$ cat src/rtl/mem_lsu_pkg.sv
// mem_lsu_pkg: shared definitions for the MEM-stage load/store unit.
//   - lsop encodings driven by the decode stage through EX/MEM
//   - FSM state encoding (also exported on the debug state output)
//   - ZeroWord and small op-class helpers
package mem_lsu_pkg;

  localparam logic [3:0] LSOP_NONE = 4'd0;
  localparam logic [3:0] LSOP_LB   = 4'd1;
  localparam logic [3:0] LSOP_LBU  = 4'd2;
  localparam logic [3:0] LSOP_LH   = 4'd3;
  localparam logic [3:0] LSOP_LHU  = 4'd4;
  localparam logic [3:0] LSOP_LW   = 4'd5;
  localparam logic [3:0] LSOP_SB   = 4'd6;
  localparam logic [3:0] LSOP_SH   = 4'd7;
  localparam logic [3:0] LSOP_SW   = 4'd8;

  localparam logic [31:0] ZeroWord = 32'h0000_0000;

  typedef enum logic [1:0] {
    ST_IDLE = 2'd0,
    ST_WAIT = 2'd1,
    ST_DONE = 2'd2
  } lsu_state_e;

  function automatic logic is_load(input logic [3:0] op);
    return (op >= LSOP_LB) && (op <= LSOP_LW);
  endfunction

  function automatic logic is_store(input logic [3:0] op);
    return (op >= LSOP_SB) && (op <= LSOP_SW);
  endfunction

endpackage

$ cat src/rtl/mem_lsu_align.sv
// lsu_align: purely combinational big-endian lane logic.
//   lsop_i        load/store op code
//   addr_lo_i     effective address bits [1:0]
//   store_data_i  rt value for stores
//   rdata_i       raw bus read word
//   sel_o         byte enables (bit 3 = bits [31:24]); zero for loads
//   wdata_o       store data replicated across lanes
//   load_data_o   extracted and sign/zero-extended load value
//   misaligned_o  halfword/word access not on its natural boundary
module lsu_align
  import mem_lsu_pkg::*;
(
  input  logic [3:0]  lsop_i,
  input  logic [1:0]  addr_lo_i,
  input  logic [31:0] store_data_i,
  input  logic [31:0] rdata_i,
  output logic [3:0]  sel_o,
  output logic [31:0] wdata_o,
  output logic [31:0] load_data_o,
  output logic        misaligned_o
);

  logic [7:0]  rbyte;
  logic [15:0] rhalf;

  always_comb begin
    // Lane 0 is the most significant byte.
    case (addr_lo_i)
      2'b00:   rbyte = rdata_i[31:24];
      2'b01:   rbyte = rdata_i[23:16];
      2'b10:   rbyte = rdata_i[15:8];
      default: rbyte = rdata_i[7:0];
    endcase
    rhalf = addr_lo_i[1] ? rdata_i[15:0] : rdata_i[31:16];
  end

  always_comb begin
    sel_o        = 4'b0000;
    wdata_o      = ZeroWord;
    load_data_o  = ZeroWord;
    misaligned_o = 1'b0;
    case (lsop_i)
      LSOP_LB:  load_data_o = {{24{rbyte[7]}}, rbyte};
      LSOP_LBU: load_data_o = {24'h000000, rbyte};
      LSOP_LH: begin
        misaligned_o = addr_lo_i[0];
        load_data_o  = {{16{rhalf[15]}}, rhalf};
      end
      LSOP_LHU: begin
        misaligned_o = addr_lo_i[0];
        load_data_o  = {16'h0000, rhalf};
      end
      LSOP_LW: begin
        misaligned_o = |addr_lo_i;
        load_data_o  = rdata_i;
      end
      LSOP_SB: begin
        sel_o   = 4'b1000 >> addr_lo_i;
        wdata_o = {4{store_data_i[7:0]}};
      end
      LSOP_SH: begin
        misaligned_o = addr_lo_i[0];
        sel_o        = addr_lo_i[1] ? 4'b0011 : 4'b1100;
        wdata_o      = {2{store_data_i[15:0]}};
      end
      LSOP_SW: begin
        misaligned_o = |addr_lo_i;
        sel_o        = 4'b1111;
        wdata_o      = store_data_i;
      end
      default: ;
    endcase
  end

endmodule

$ cat src/rtl/mem_lsu.sv
// mem_lsu: MEM pipeline stage with load/store unit.
//   Non-memory ops pass wd/wreg/wdata and HI/LO straight to MEM/WB.
//   Memory ops run IDLE -> WAIT (bus request until mem_ack_i) -> DONE,
//   holding stallreq_o high through IDLE and WAIT so EX/MEM stays stable.
// Ports:
//   clk, rst (synchronous, active-high; forces every output to 0)
//   wd_i/wreg_i/wdata_i/hi_i/lo_i/whilo_i  from EX/MEM
//   lsop_i, mem_addr_i, store_data_i       memory op description
//   mem_req_o/mem_we_o/mem_addr_o/mem_sel_o/mem_wdata_o, mem_rdata_i, mem_ack_i  data bus
//     Handshake: the request is held with stable address/data while mem_req_o=1;
//     the transfer completes in the cycle mem_ack_i=1 is sampled with mem_req_o=1.
//     mem_ack_i seen with no request outstanding is ignored.
//   wd_o/wreg_o/wdata_o/hi_o/lo_o/whilo_o  to MEM/WB
//   stallreq_o, align_exc_o, bus_err_o, state_o (debug view of the FSM)
// Build option: define MEM_LSU_TIMEOUT_EN to abort a WAIT after TIMEOUT_CYC
//   cycles without ack (bus_err_o pulses in the DONE cycle).
module mem_lsu
  import mem_lsu_pkg::*;
#(
  parameter int REG_ADDR_W  = 5,
  parameter int ADDR_W      = 32,
  parameter int TIMEOUT_CYC = 255
) (
  input  logic                  clk,
  input  logic                  rst,
  input  logic [REG_ADDR_W-1:0] wd_i,
  input  logic                  wreg_i,
  input  logic [31:0]           wdata_i,
  input  logic [31:0]           hi_i,
  input  logic [31:0]           lo_i,
  input  logic                  whilo_i,
  input  logic [3:0]            lsop_i,
  input  logic [ADDR_W-1:0]     mem_addr_i,
  input  logic [31:0]           store_data_i,
  output logic                  mem_req_o,
  output logic                  mem_we_o,
  output logic [ADDR_W-1:0]     mem_addr_o,
  output logic [3:0]            mem_sel_o,
  output logic [31:0]           mem_wdata_o,
  input  logic [31:0]           mem_rdata_i,
  input  logic                  mem_ack_i,
  output logic [REG_ADDR_W-1:0] wd_o,
  output logic                  wreg_o,
  output logic [31:0]           wdata_o,
  output logic [31:0]           hi_o,
  output logic [31:0]           lo_o,
  output logic                  whilo_o,
  output logic                  stallreq_o,
  output logic                  align_exc_o,
  output logic                  bus_err_o,
  output lsu_state_e            state_o
);

  lsu_state_e  state_q, state_d;
  logic [31:0] load_q, load_d;
  logic [3:0]  sel;
  logic [31:0] st_wdata;
  logic [31:0] ld_data;
  logic        misaligned;
  logic        op_load, op_store, op_mem;
  logic        timeout_hit;
  logic        bus_err_now;

  lsu_align u_align (
    .lsop_i       (lsop_i),
    .addr_lo_i    (mem_addr_i[1:0]),
    .store_data_i (store_data_i),
    .rdata_i      (mem_rdata_i),
    .sel_o        (sel),
    .wdata_o      (st_wdata),
    .load_data_o  (ld_data),
    .misaligned_o (misaligned)
  );

  assign op_load  = is_load(lsop_i);
  assign op_store = is_store(lsop_i);
  assign op_mem   = op_load | op_store;

`ifdef MEM_LSU_TIMEOUT_EN
  localparam int CNT_W = ($clog2(TIMEOUT_CYC + 1) > 8) ? $clog2(TIMEOUT_CYC + 1) : 8;
  // The counter reads k during the (k+1)-th WAIT cycle, so matching
  // TIMEOUT_CYC-1 gives exactly TIMEOUT_CYC WAIT cycles before the abort.
  localparam logic [CNT_W-1:0] CNT_LAST = CNT_W'(TIMEOUT_CYC - 1);

  logic [CNT_W-1:0] cnt_q, cnt_d;
  logic             err_q, err_d;

  assign timeout_hit = (cnt_q == CNT_LAST);

  always_comb begin
    cnt_d = (state_q == ST_WAIT) ? cnt_q + CNT_W'(1) : '0;
    err_d = (state_q == ST_WAIT) && !mem_ack_i && timeout_hit;
  end

  always_ff @(posedge clk) begin
    if (rst) begin
      cnt_q <= '0;
      err_q <= 1'b0;
    end else begin
      cnt_q <= cnt_d;
      err_q <= err_d;
    end
  end

  assign bus_err_now = err_q;
`else
  assign timeout_hit = 1'b0;
  assign bus_err_now = 1'b0;
  logic unused_timeout;
  assign unused_timeout = (TIMEOUT_CYC == 0);
`endif

  always_ff @(posedge clk) begin
    if (rst) begin
      state_q <= ST_IDLE;
      load_q  <= ZeroWord;
    end else begin
      state_q <= state_d;
      load_q  <= load_d;
    end
  end

  always_comb begin
    state_d = state_q;
    load_d  = load_q;
    case (state_q)
      ST_IDLE: if (op_mem && !misaligned) state_d = ST_WAIT;
      ST_WAIT: begin
        if (mem_ack_i) begin
          load_d  = ld_data;
          state_d = ST_DONE;
        end else if (timeout_hit) begin
          state_d = ST_DONE;
        end
      end
      ST_DONE: state_d = ST_IDLE;
      default: state_d = ST_IDLE;
    endcase
  end

  always_comb begin
    wd_o        = wd_i;
    wreg_o      = wreg_i;
    wdata_o     = wdata_i;
    hi_o        = hi_i;
    lo_o        = lo_i;
    whilo_o     = whilo_i;
    mem_req_o   = 1'b0;
    mem_we_o    = 1'b0;
    mem_addr_o  = '0;
    mem_sel_o   = 4'b0000;
    mem_wdata_o = ZeroWord;
    stallreq_o  = 1'b0;
    align_exc_o = 1'b0;
    bus_err_o   = 1'b0;
    state_o     = state_q;
    case (state_q)
      ST_IDLE: begin
        if (op_mem) begin
          wreg_o = 1'b0;
          if (misaligned) align_exc_o = 1'b1;
          else            stallreq_o  = 1'b1;
        end
      end
      ST_WAIT: begin
        wreg_o      = 1'b0;
        mem_req_o   = 1'b1;
        mem_we_o    = op_store;
        mem_addr_o  = {mem_addr_i[ADDR_W-1:2], 2'b00};
        mem_sel_o   = sel;
        mem_wdata_o = st_wdata;
        stallreq_o  = 1'b1;
      end
      ST_DONE: begin
        // A timed-out load discards its data and never writes back.
        wreg_o    = wreg_i & op_load & ~bus_err_now;
        bus_err_o = bus_err_now;
        if (op_load) wdata_o = load_q;
      end
      default: ;
    endcase
    if (rst) begin
      wd_o        = '0;
      wreg_o      = 1'b0;
      wdata_o     = ZeroWord;
      hi_o        = ZeroWord;
      lo_o        = ZeroWord;
      whilo_o     = 1'b0;
      mem_req_o   = 1'b0;
      mem_we_o    = 1'b0;
      mem_addr_o  = '0;
      mem_sel_o   = 4'b0000;
      mem_wdata_o = ZeroWord;
      stallreq_o  = 1'b0;
      align_exc_o = 1'b0;
      bus_err_o   = 1'b0;
      state_o     = ST_IDLE;
    end
  end

endmodule

$ cat config.mk
export PLATFORM = sky130hd
export DESIGN_NAME = mem_lsu
export DESIGN_NICKNAME = d
export VERILOG_FILES = /design/src/rtl/mem_lsu_pkg.sv /design/src/rtl/mem_lsu_align.sv /design/src/rtl/mem_lsu.sv
export SDC_FILE = /design/constraint.sdc
export NUM_CORES = 1
export LEC_CHECK = 0
export BUFFER_PORTS_ARGS = -buffer_cell sky130_fd_sc_hd__buf_2
export CORE_AREA = 2 2 150 152
export CTS_CLUSTER_DIAMETER = 100
export DETAILED_ROUTE_END_ITERATION = 16
export DIE_AREA = 0 0 152 154
export SYNTH_ARGS = -nofsm -noshare
export SYNTH_HDL_FRONTEND = slang
export SYNTH_SLANG_ARGS = --single-unit
$ cat constraint.sdc
create_clock -name clk -period 2.7 [get_ports clk]
set_input_delay 0.405 -clock clk [delete_from_list [all_inputs] [get_ports clk]]
set_output_delay 0.405 -clock clk [all_outputs]
set_load 0.05 [all_outputs]
==> qor.log, run 1 <==
[status] status finished clean
[timing] unrepaired setup endpoints after global routing false
[detailed_routing] number of detailed-route iterations in the first pass 5
[clocking] Sinks on Clock Net 34
[synth] biggest area consumer among synthesized cells dfxtp_1
[timing] Worst Skew 5.392 ps
[detailed_routing] mean routed wirelength per cell 15.99 um
[detailed_routing] via count normalized by instance count 4.450
[place] Area after DPL 6053 um^2
[min_path] worst hold path cell count 2
[synth] most common cell in the synthesized netlist nand2_1
[final_layout] Design Area, Final 6233 um^2
[synth] portion of the post-synthesis area used by sequential elements 19.41%
[global_routing] aggregate global routing overflow 0
[die] effective utilization at floorplan 16.16%
[critical_path] ordered cell list for the critical path or3b_1, buf_4, a21oi_4, and2_1, buf_2
[timing] slew of the pin with the lowest slew margin 1025 ps
[timing] Max Transition Viols Final 0
[synth] Syn Inst Count 497
[synth] library cells used by synthesis 44
[clocking] TritonCTS clock tree done
[clocking] TritonCTS buffer count 5
[clocking] number of H-tree branching levels 2
[synth] combined area of all synthesized cells 3506 um^2
[synth] count of synthesis-stage warnings from yosys 0
[place] weighted congestion at the end of routability-driven global placement 0.8136
[timing] Peak Freq 399.2 MHz
[clocking] total setup buffers inserted after CTS 0
[die] placement row count 54
[synth] biggest area contributors in the synthesized netlist dfxtp_1 (19%), nor2b_1 (13%), nand2_1 (9.4%), a21oi_1 (7.0%), and2_1 (7.0%)
[detailed_routing] final wirelength 18,260 um
[synth] most instantiated cells after synthesis nand2_1 (88), nor2b_1 (73), a21oi_1 (49)
[critical_path] Worst Reg-to-Reg Cells 5
[critical_path] setup slack, reg-to-reg 420 ps
[min_path] Hold Crit Class input port to register
[final_layout] Fill cells 2,355
[clocking] clock buffer depth 2
[critical_path] crit path capture type output pin
[power] total power 2.326 mW
[die] Die Outline Area 23,410 um^2
[die] core outline area 21,690 um^2
[clocking] root buf cell clkbuf_16
[critical_path] largest fanout on the critical path 31
[global_routing] pin count of the biggest net entering global routing 115
[critical_path] type of origin of the critical path register
[critical_path] critical path depth in cells 5
[synth] share of the synthesized area in the top cell type 19.41%
[critical_path] data arrival time of the critical path 2100 ps
[final_layout] count of placed standard cells in the final layout, fillers left out 1,142
[synth] async set-or-reset flop fraction in the synthesized netlist 0%
[place] Port-buffer cells 380
[die] I/O pins 384
[detailed_routing] DRC marker count from the first detailed-route iteration 359
[final_layout] Syn-to-layout area delta 77.80%
[run] maximum capacitance violations 0
[place] Placed Instances 1,133
[place] Detailed Place HPWL 14,810 um
[timing] relative slew slack 31.69%
[critical_path] data required time of the worst path 2300 ps
[synth] flip-flop cell with the highest count after synthesis dfxtp_1
[critical_path] cell class contributing the biggest share of worst-path delay simple AND/OR/NAND/NOR gates
[clocking] clock latency of the later-clocked register in the worst-skew pair 280 ps
[detailed_routing] drc violations 0
[global_routing] vias in the first global route 4,663
[timing] Post-Route Setup TNS 0 ps
[critical_path] max incr delay on CP 490 ps
[timing] period utilisation layout 92.78%
[synth] flop and latch count out of synthesis 34
[final_layout] Final nets 1,066
[final_layout] fraction of final layout cells with drive strength greater than 1 55.40%
[global_routing] antenna violations before repair 2
[synth] Avg Inst Size Synth 7.054 um^2
[global_routing] gr usage total 14.44%
[power] standby leakage power 3.077 nW
[global_routing] wire length of the first global-routing pass 27,030 um
[power] VDD IR-drop max 0.0002402 V
[critical_path] Crit Path Class register to output pin
[timing] endpoints failing setup 0
[synth] Post-synth EDFFs 0
[timing] count of final hold-check violations 0
[die] vertical extent of the die 154 um
[critical_path] buffering stage count on the worst path with inverters included 2
[critical_path] critical-path cell with the highest stage delay or3b_1
[power] power per cell area 373.1 nW/um^2
[timing] minimum clock period after layout 2505 ps
[detailed_routing] Via Count 5,082
[detailed_routing] Antenna Violating Nets Remaining 0
[clocking] clock transition at the registers of the reported paths 60 ps
[die] horizontal extent of the die 152 um
[layer usage]
| metal | global-route usage, % | routed length, um |
|---|---|---|
| met1 | 18.32 | 7562 |
| met2 | 25.87 | 9085 |
| met3 | 2.847 | 1522 |
| met4 | 2.047 | 87 |
| met5 | 0 | 0 |
[area by class of cell]
type | instances | area [um^2] | share of cell area, %
diodes | 1 | 2.502 | 0.04014
clock buffers | 5 | 125.1 | 2.007
clock inverters | 3 | 45.04 | 0.7226
inverters | 1 | 16.27 | 0.2609
multi-input cells | 414 | 2756 | 44.22
flip-flops and latches | 34 | 680.7 | 10.92
well taps | 280 | 350.3 | 5.620
repair buffers | 404 | 2257 | 36.21
[power by group]
group	internal (mW)	switching [mW]	total [mW]
logic	0.360	0.770	1.13
clock network	0.435	0.234	0.670
registers	0.518	0.00906	0.527
[cell families after synthesis]
logic type                share of synthesized area, %
other                                           0.1070
AOI/OAI and AO/OA                                24.77
and+or+nand+nor                                  40.33
buffers and inverters                            7.138
xor gates and xnor gates                        0.4997
muxes                                            7.744
DFF                                              19.41
[flip-flops by register name (all words and copies together) (netlist names)]
register	cells
load_q	32
state_q	2
[metrics by stage]
step / hold slack [ps] / setup slack [ps] / utilization, %
after floorplan: 424.9 / 28.12 / -
after global placement: 438.1 / 182.4 / 27.91
after detailed placement: 456.6 / 163.0 / 27.91
after CTS: 375.6 / 68.48 / 28.70
after global routing: 393.1 / 87.42 / 28.74
final: 379.6 / 194.9 / 28.74
[layout by cell type, fill, tap and decap left out, types with 4 or more instances in the layout]
master,n
buf_2,370
a221oi_1,10
mux4_2,8
o21ai_0,10
a21oi_2,32
buf_12,12
a32oi_1,7
nor2b_1,73
dfxtp_1,34
a21oi_1,16
mux2i_1,8
nand2_1,88
clkbuf_16,5
nor2_2,15
a22oi_1,16
nor2_1,29
nand3b_1,4
a221o_1,15
and2_1,39
buf_4,22
a311oi_1,7
[worst reg2reg max path, cell delays in order (launching register included)]
cell and delay, ps:
dfxtp_1 310, or3b_1 490, clkinv_8 160, nand4_4 130
a2111oi_4 890, a221o_2 240
[path summary, 6_finish.rpt]
path                    endpoint       startpoint
hold reg to reg       load_q[11]       load_q[11]
setup reg to reg      load_q[22]       state_q[1]
setup / recovery  mem_wdata_o[2]       state_q[1]
hold / removal        load_q[30]  mem_rdata_i[30]
[timing repair]
item | 4_1_cts | 5_1_grt
setup endpoints to repair | 0 | 4
hold endpoints to repair | 0 | 0
hold buffers | 0 | 0
gates resized for setup | 0 | 1
Note: power is estimated with default switching activity, not from simulation.
==> run 2: changes to the inputs <==
--- a/config.mk
+++ b/config.mk
@@ -6,10 +6,11 @@
 export NUM_CORES = 1
 export LEC_CHECK = 0
 export BUFFER_PORTS_ARGS = -buffer_cell sky130_fd_sc_hd__buf_2
-export CORE_AREA = 2 2 150 152
+export CORE_AREA = 2 2 151 153
 export CTS_CLUSTER_DIAMETER = 100
 export DETAILED_ROUTE_END_ITERATION = 16
-export DIE_AREA = 0 0 152 154
+export DIE_AREA = 0 0 153 155
 export SYNTH_ARGS = -nofsm -noshare
 export SYNTH_HDL_FRONTEND = slang
+export SYNTH_HIERARCHICAL = 1
 export SYNTH_SLANG_ARGS = --single-unit
==> run 2 against run 1 <==
Net effect:
- final cell count rose by 9.3%
- critical endpoint is now wdata_o[14]
- highest routed layer unchanged
- largest cell class unchanged
- routed wire length rose by 6.2%
- first-iteration DRC count rose by 34%
- clock power fell by 13%
==> qor.log, run 2 <==
[critical_path] Crit Path Class register to output pin
[timing] Peak Freq 407.8 MHz
[synth] biggest area consumer among synthesized cells dfxtp_1
[global_routing] vias in the first global route 5,131
[timing] count of final hold-check violations 0
[power] power per cell area 340.1 nW/um^2
[final_layout] Design Area, Final 6720 um^2
[synth] Post-synth EDFFs 0
[synth] flip-flop cell with the highest count after synthesis dfxtp_1
[clocking] clock transition at the registers of the reported paths 60 ps
[die] effective utilization at floorplan 19.89%
[die] core outline area 22,230 um^2
[place] Area after DPL 6573 um^2
[timing] Post-Route Setup TNS 0 ps
[min_path] Hold Crit Class input port to register
[synth] share of the synthesized area in the top cell type 15.40%
[detailed_routing] Antenna Violating Nets Remaining 0
[clocking] total setup buffers inserted after CTS 0
[die] vertical extent of the die 155 um
[power] switching share of power 45.23%
[clocking] number of buffers inserted for hold repair after clock tree synthesis 0
[power] VDD IR-drop max 0.0002323 V
[power] Internal Pwr Total 1.252 mW
[final_layout] highest-count cells in the layout ignoring fill and taps buf_2 (379), nand2_1 (108), nor2b_1 (73)
[timing] Worst Skew 6.242 ps
[critical_path] type of origin of the critical path register
[clocking] TritonCTS buffer count 5
[synth] portion of the post-synthesis area used by sequential elements 15.40%
[power] standby leakage power 3.566 nW
[critical_path] data arrival time of the critical path 2050 ps
[final_layout] commonest non-fill, non-tap cell in the layout buf_2
[detailed_routing] number of detailed-route iterations in the first pass 5
[final_layout] number of flip-flops under the largest register name 32
[timing] worst hold slack across all endpoints 333.9 ps
[run] maximum capacitance violations 0
[power] fraction of power consumed by combinational cells 51.6%
[synth] combined area of all synthesized cells 4420 um^2
[detailed_routing] mean routed wirelength per cell 15.54 um
[final_layout] count of placed standard cells in the final layout, fillers left out 1,248
[place] Placed Instances 1,240
[final_layout] # diodes 0
[place] weighted congestion at the end of routability-driven global placement 0.8527
[detailed_routing] via count normalized by instance count 4.585
[final_layout] Final nets 1,168
[final_layout] Final Core Density 30.23%
[timing] slew of the pin with the lowest slew margin 567.7 ps
[global_routing] wire length of the first global-routing pass 29,150 um
[clocking] number of H-tree branching levels 2
[die] horizontal extent of the die 153 um
[global_routing] antenna violations before repair 0
[timing] unrepaired setup endpoints after global routing false
[clocking] root buf cell clkbuf_16
[clocking] clock buffer depth 2
[die] Die Outline Area 23,720 um^2
[clocking] clock latency of the later-clocked register in the worst-skew pair 280 ps
[global_routing] aggregate global routing overflow 0
[power] total net switching power 1.034 mW
[final_layout] Largest regs load_q: 32 flops, state_q: 2 flops
[timing] relative slew slack 62.11%
[global_routing] gr usage total 15.15%
[timing] endpoints failing setup 0
[place] worst slack after detailed placement 304.9 ps
[global_routing] pin count of the biggest net entering global routing 100
[place] Port-buffer cells 380
[critical_path] crit path capture type output pin
[critical_path] data required time of the worst path 2300 ps
[final_layout] fraction of final layout cells with drive strength greater than 1 44.96%
[clocking] Resized Gates After CTS 0
[power] Reg power frac 22.8%
[power] part of the power in the clock network 25.6%
[synth] flop and latch count out of synthesis 34
[synth] most common cell in the synthesized netlist nand2_1
[synth] library cells used by synthesis 45
[final_layout] Top reg by flops load_q
[place] Detailed Place HPWL 15,810 um
[synth] count of synthesis-stage warnings from yosys 6
[synth] Avg Inst Size Synth 7.153 um^2
[detailed_routing] drc violations 0
[detailed_routing] DRC marker count from the first detailed-route iteration 481
[timing] period utilisation layout 90.81%
[synth] most instantiated cells after synthesis nand2_1 (108), nor2b_1 (73), nand2b_1 (68)
[detailed_routing] Via Count 5,722
[detailed_routing] final wirelength 19,400 um
[status] status finished clean
[synth] Syn Inst Count 618
[clocking] TritonCTS clock tree done
[timing] Max Transition Viols Final 0
[critical_path] largest fanout on the critical path 32
[die] placement row count 55
[power] total power 2.286 mW
[synth] async set-or-reset flop fraction in the synthesized netlist 0%
[timing] minimum clock period after layout 2452 ps
[synth] biggest area contributors in the synthesized netlist dfxtp_1 (15%), mux2i_1 (11%), nor2b_1 (10%), nand2b_1 (9.6%), and3_1 (9.5%)
[die] I/O pins 384
[final_layout] Syn-to-layout area delta 52.02%
[timing] fin worst setup slack 248.1 ps
[clocking] Sinks on Clock Net 34
## run 2: final cells by class
type | count | area, um^2
inverters | 5 | 18.77
clock inverters | 1 | 5.005
fillers | 2410 | 15510
well taps | 285 | 356.6
flip-flops and latches | 34 | 680.7
multi-input cells | 516 | 3437
repair buffers | 400 | 2079
clock buffers | 7 | 142.6
## run 2: logic make-up (layout without fill, tap and decap cells)
family / Yosys count / count (layout) / share of synthesized area (%)
simple gates: 350 / 350 / 44.84
compound gates: 97 / 97 / 14.75
buf+inv: 70 / 413 / 7.557
mux: 64 / 64 / 16.98
flops: 34 / 34 / 15.40
xor+xnor: 2 / 2 / 0.3963
other cells: 1 / 3 / 0.08483
## run 2: path summary, 6_finish.rpt
check	start	end	slack, ps	cells past startpoint
max	state_q[1]	wdata_o[14]	250	5
min	mem_ack_i	state_q[0]	330	2
max reg2reg	state_q[0]	load_q[5]	970	5
min reg2reg	load_q[6]	load_q[6]	450	2
## run 2: layer usage
| metal | GRT usage (%) | share of wire [%] |
|---|---|---|
| met5 | 0 | 0 |
| met4 | 3.219 | 1.5 |
| met3 | 1.365 | 6.5 |
| met2 | 27.03 | 50 |
| met1 | 19.94 | 42 |
## run 2: worst max-delay path, cell delays in order (launching register included)
cell and delay [ps]:
dfxtp_1 450, nand2b_1 170, nor4b_4 330, buf_12 270
mux2i_1 230, buf_2 290
## run 2: power groups by stage
stage          Combinational, mW  Sequential, mW  Clock (mW)
4_1_cts                     1.18           0.520       0.596
6_report                    1.18           0.520       0.585
5_1_grt                     1.25           0.522       0.609
3_5_place_dp                1.18           0.531           0
2_1_floorplan              0.810           0.529           0
3_3_place_gp                1.18           0.531           0
==> run 3: changes to the inputs <==
--- a/config.mk
+++ b/config.mk
@@ -6,10 +6,10 @@
 export NUM_CORES = 1
 export LEC_CHECK = 0
 export BUFFER_PORTS_ARGS = -buffer_cell sky130_fd_sc_hd__buf_2
-export CORE_AREA = 2 2 151 153
+export CORE_AREA = 2 2 150 152
 export CTS_CLUSTER_DIAMETER = 100
 export DETAILED_ROUTE_END_ITERATION = 16
-export DIE_AREA = 0 0 153 155
+export DIE_AREA = 0 0 152 154
 export SYNTH_ARGS = -nofsm -noshare
 export SYNTH_HDL_FRONTEND = slang
 export SYNTH_HIERARCHICAL = 1
==> constraint.sdc (replaced) <==
create_clock -name clk -period 3.1 [get_ports clk]
set_input_delay 0.465 -clock clk [delete_from_list [all_inputs] [get_ports clk]]
set_output_delay 0.465 -clock clk [all_outputs]
set_load 0.05 [all_outputs]
==> run 3 against run 2 <==
Net effect:
- sequential power fell by 13%
- core utilization rose by 0.64 points
- register-to-register slack improved by 400 ps
- routed wire length barely moved
- setup slack improved by 280 ps
- die area fell by 1.3%
- sequential share of layout area barely moved
- hold slack improved by 86 ps
- first-iteration DRC count fell by 11%
- largest cell class unchanged
- highest routed layer unchanged
==> qor.log, run 3 (synthesis gave the netlist of run 2 again) <==
[critical_path] endpoint of the lowest-slack register-to-register path load_q[7]
[place] Port-buffer cells 380
[place] weighted congestion at the end of routability-driven global placement 0.8851
[power] total net switching power 0.8917 mW
[place] Area after DPL 6515 um^2
[critical_path] data required time of the worst path 2630 ps
[timing] fin worst setup slack 524.4 ps
[critical_path] ordered cell list for the critical path buf_2, and3b_1, buf_4, a21o_1, a22o_1, and3_1, buf_2
[detailed_routing] number of detailed-route iterations in the first pass 4
[die] effective utilization at floorplan 20.38%
[critical_path] data arrival time of the critical path 2110 ps
[timing] relative slew slack 48.29%
[place] worst slack after detailed placement 554.3 ps
[timing] count of final hold-check violations 0
[critical_path] most used cell, CP buf_2
[critical_path] type of origin of the critical path input port
[global_routing] vias in the first global route 5,155
[final_layout] Fill cells 2,355
[timing] unrepaired setup endpoints after global routing false
[die] core outline area 21,690 um^2
[final_layout] Final Core Density 30.88%
[clocking] TritonCTS clock tree done
[power] standby leakage power 3.545 nW
[clocking] clock buffer depth 2
[clocking] root buf cell clkbuf_16
[detailed_routing] mean routed wirelength per cell 15.64 um
[clocking] clock transition at the registers of the reported paths 50 ps
[clocking] number of H-tree branching levels 2
[critical_path] Worst Reg-to-Reg Cells 5
[die] horizontal extent of the die 152 um
[timing] slew of the pin with the lowest slew margin 772.8 ps
[die] placement row count 54
[clocking] total setup buffers inserted after CTS 0
[critical_path] cell class contributing the biggest share of worst-path delay buffers and inverters
[global_routing] gr usage total 15.28%
[min_path] worst hold path cell count 2
[timing] Max Transition Viols Final 0
[die] I/O pins 384
[power] fraction of power consumed by combinational cells 49.4%
[clocking] Resized Gates After CTS 0
[status] status finished clean
[clocking] TritonCTS buffer count 5
[min_path] Hold Crit Class input port to register
[clocking] clock latency of the later-clocked register in the worst-skew pair 280 ps
[detailed_routing] drc violations 0
[timing] endpoints failing setup 0
[detailed_routing] Via Count 5,642
[global_routing] aggregate global routing overflow 0
[final_layout] Design Area, Final 6696 um^2
[detailed_routing] final wirelength 19,410 um
[die] vertical extent of the die 154 um
[critical_path] Crit Path Class input port to output pin
[critical_path] setup slack, reg-to-reg 1370 ps
[global_routing] wire length of the first global-routing pass 29,170 um
[detailed_routing] via count normalized by instance count 4.546
[run] maximum capacitance violations 0
[timing] Peak Freq 388.3 MHz
[power] VDD IR-drop max 0.0001980 V
[timing] period utilisation layout 83.09%
[critical_path] crit path capture type output pin
[power] Reg power frac 22.1%
[clocking] Sinks on Clock Net 34
[critical_path] max incr delay on CP 310 ps
[timing] Post-Route Setup TNS 0 ps
[timing] Worst Skew 6.784 ps
[min_path] Worst Hold Path EP state_q[0]
[final_layout] highest-count cells in the layout ignoring fill and taps buf_2 (379), nand2_1 (108), nor2b_1 (73)
[critical_path] largest fanout on the critical path 15
[power] power per cell area 306.8 nW/um^2
[critical_path] critical-path cell with the highest stage delay and3b_1
[global_routing] antenna violations before repair 4
[place] Detailed Place HPWL 15,280 um
[timing] minimum clock period after layout 2576 ps
[final_layout] Syn-to-layout area delta 51.49%
[final_layout] Final nets 1,162
[detailed_routing] DRC marker count from the first detailed-route iteration 426
[final_layout] number of flip-flops under the largest register name 32
[power] part of the power in the clock network 28.5%
[critical_path] worst flop-to-flop path startpoint state_q[0]
[min_path] worst hold start mem_ack_i
[final_layout] Top reg by flops load_q
[power] Internal Pwr Total 1.163 mW
[detailed_routing] Antenna Violating Nets Remaining 0
[final_layout] commonest non-fill, non-tap cell in the layout buf_2
[clocking] number of buffers inserted for hold repair after clock tree synthesis 0
[die] Die Outline Area 23,410 um^2
[critical_path] buffering stage count on the worst path with inverters included 3
[final_layout] Largest regs load_q: 32 flops, state_q: 2 flops
[final_layout] fraction of final layout cells with drive strength greater than 1 44.56%
[global_routing] pin count of the biggest net entering global routing 99
[power] switching share of power 43.40%
-- run 3: cell type report --
cell class / instances / area [um^2] / share of cell area, %
Antenna cell: 5 / 12.51 / 0.1868
Tap cell: 280 / 350.3 / 5.232
Clock buffer: 6 / 138.9 / 2.074
Clock inverter: 1 / 30.03 / 0.4484
Inverter: 5 / 18.77 / 0.2803
Sequential cell: 34 / 680.7 / 10.16
Timing Repair Buffer: 394 / 2034 / 30.38
Multi-Input combinational cell: 516 / 3431 / 51.23
-- run 3: power groups by stage --
stage          clock network, mW  logic, mW  registers [mW]
2_1_floorplan                  0      0.704           0.461
4_1_cts                    0.596       1.02           0.453
6_report                   0.586       1.02           0.453
3_3_place_gp                   0       1.01           0.463
5_1_grt                    0.612       1.08           0.454
3_5_place_dp                   0       1.02           0.463
-- run 3: layer usage --
metal,GRT usage (%),up-vias,wire length [um]
met3,1.776,17,1172
li1,-,2802,-
met2,26.77,258,9856
met4,4.673,0,306
met5,0,-,0
met1,19.65,2565,8071
-- run 3: worst max path at each step --
stage | cells past startpoint | slack, ps | from | to
finish | 7 | 520 | lsop_i[1] | mem_wdata_o[9]
global route | 7 | 370 | lsop_i[1] | mem_wdata_o[11]
CTS | 7 | 540 | lsop_i[1] | mem_wdata_o[9]
detailed placement | 7 | 550 | lsop_i[1] | mem_wdata_o[15]
global placement | 7 | 560 | lsop_i[1] | mem_wdata_o[14]
floorplan | 4 | 170 | rst | wreg_o
-- run 3: stage by stage --
| step | std cells | hold slack [ps] | power, mW |
|---|---|---|---|
| floorplan | 620 | 436.8 | 1.165 |
| global placement | 1229 | 444.2 | 1.474 |
| detailed placement | 1229 | 449.2 | 1.479 |
| CTS | 1236 | 416.2 | 2.068 |
| global route | 1240 | 419.9 | 2.147 |
| finish | 1241 | 419.9 | 2.055 |
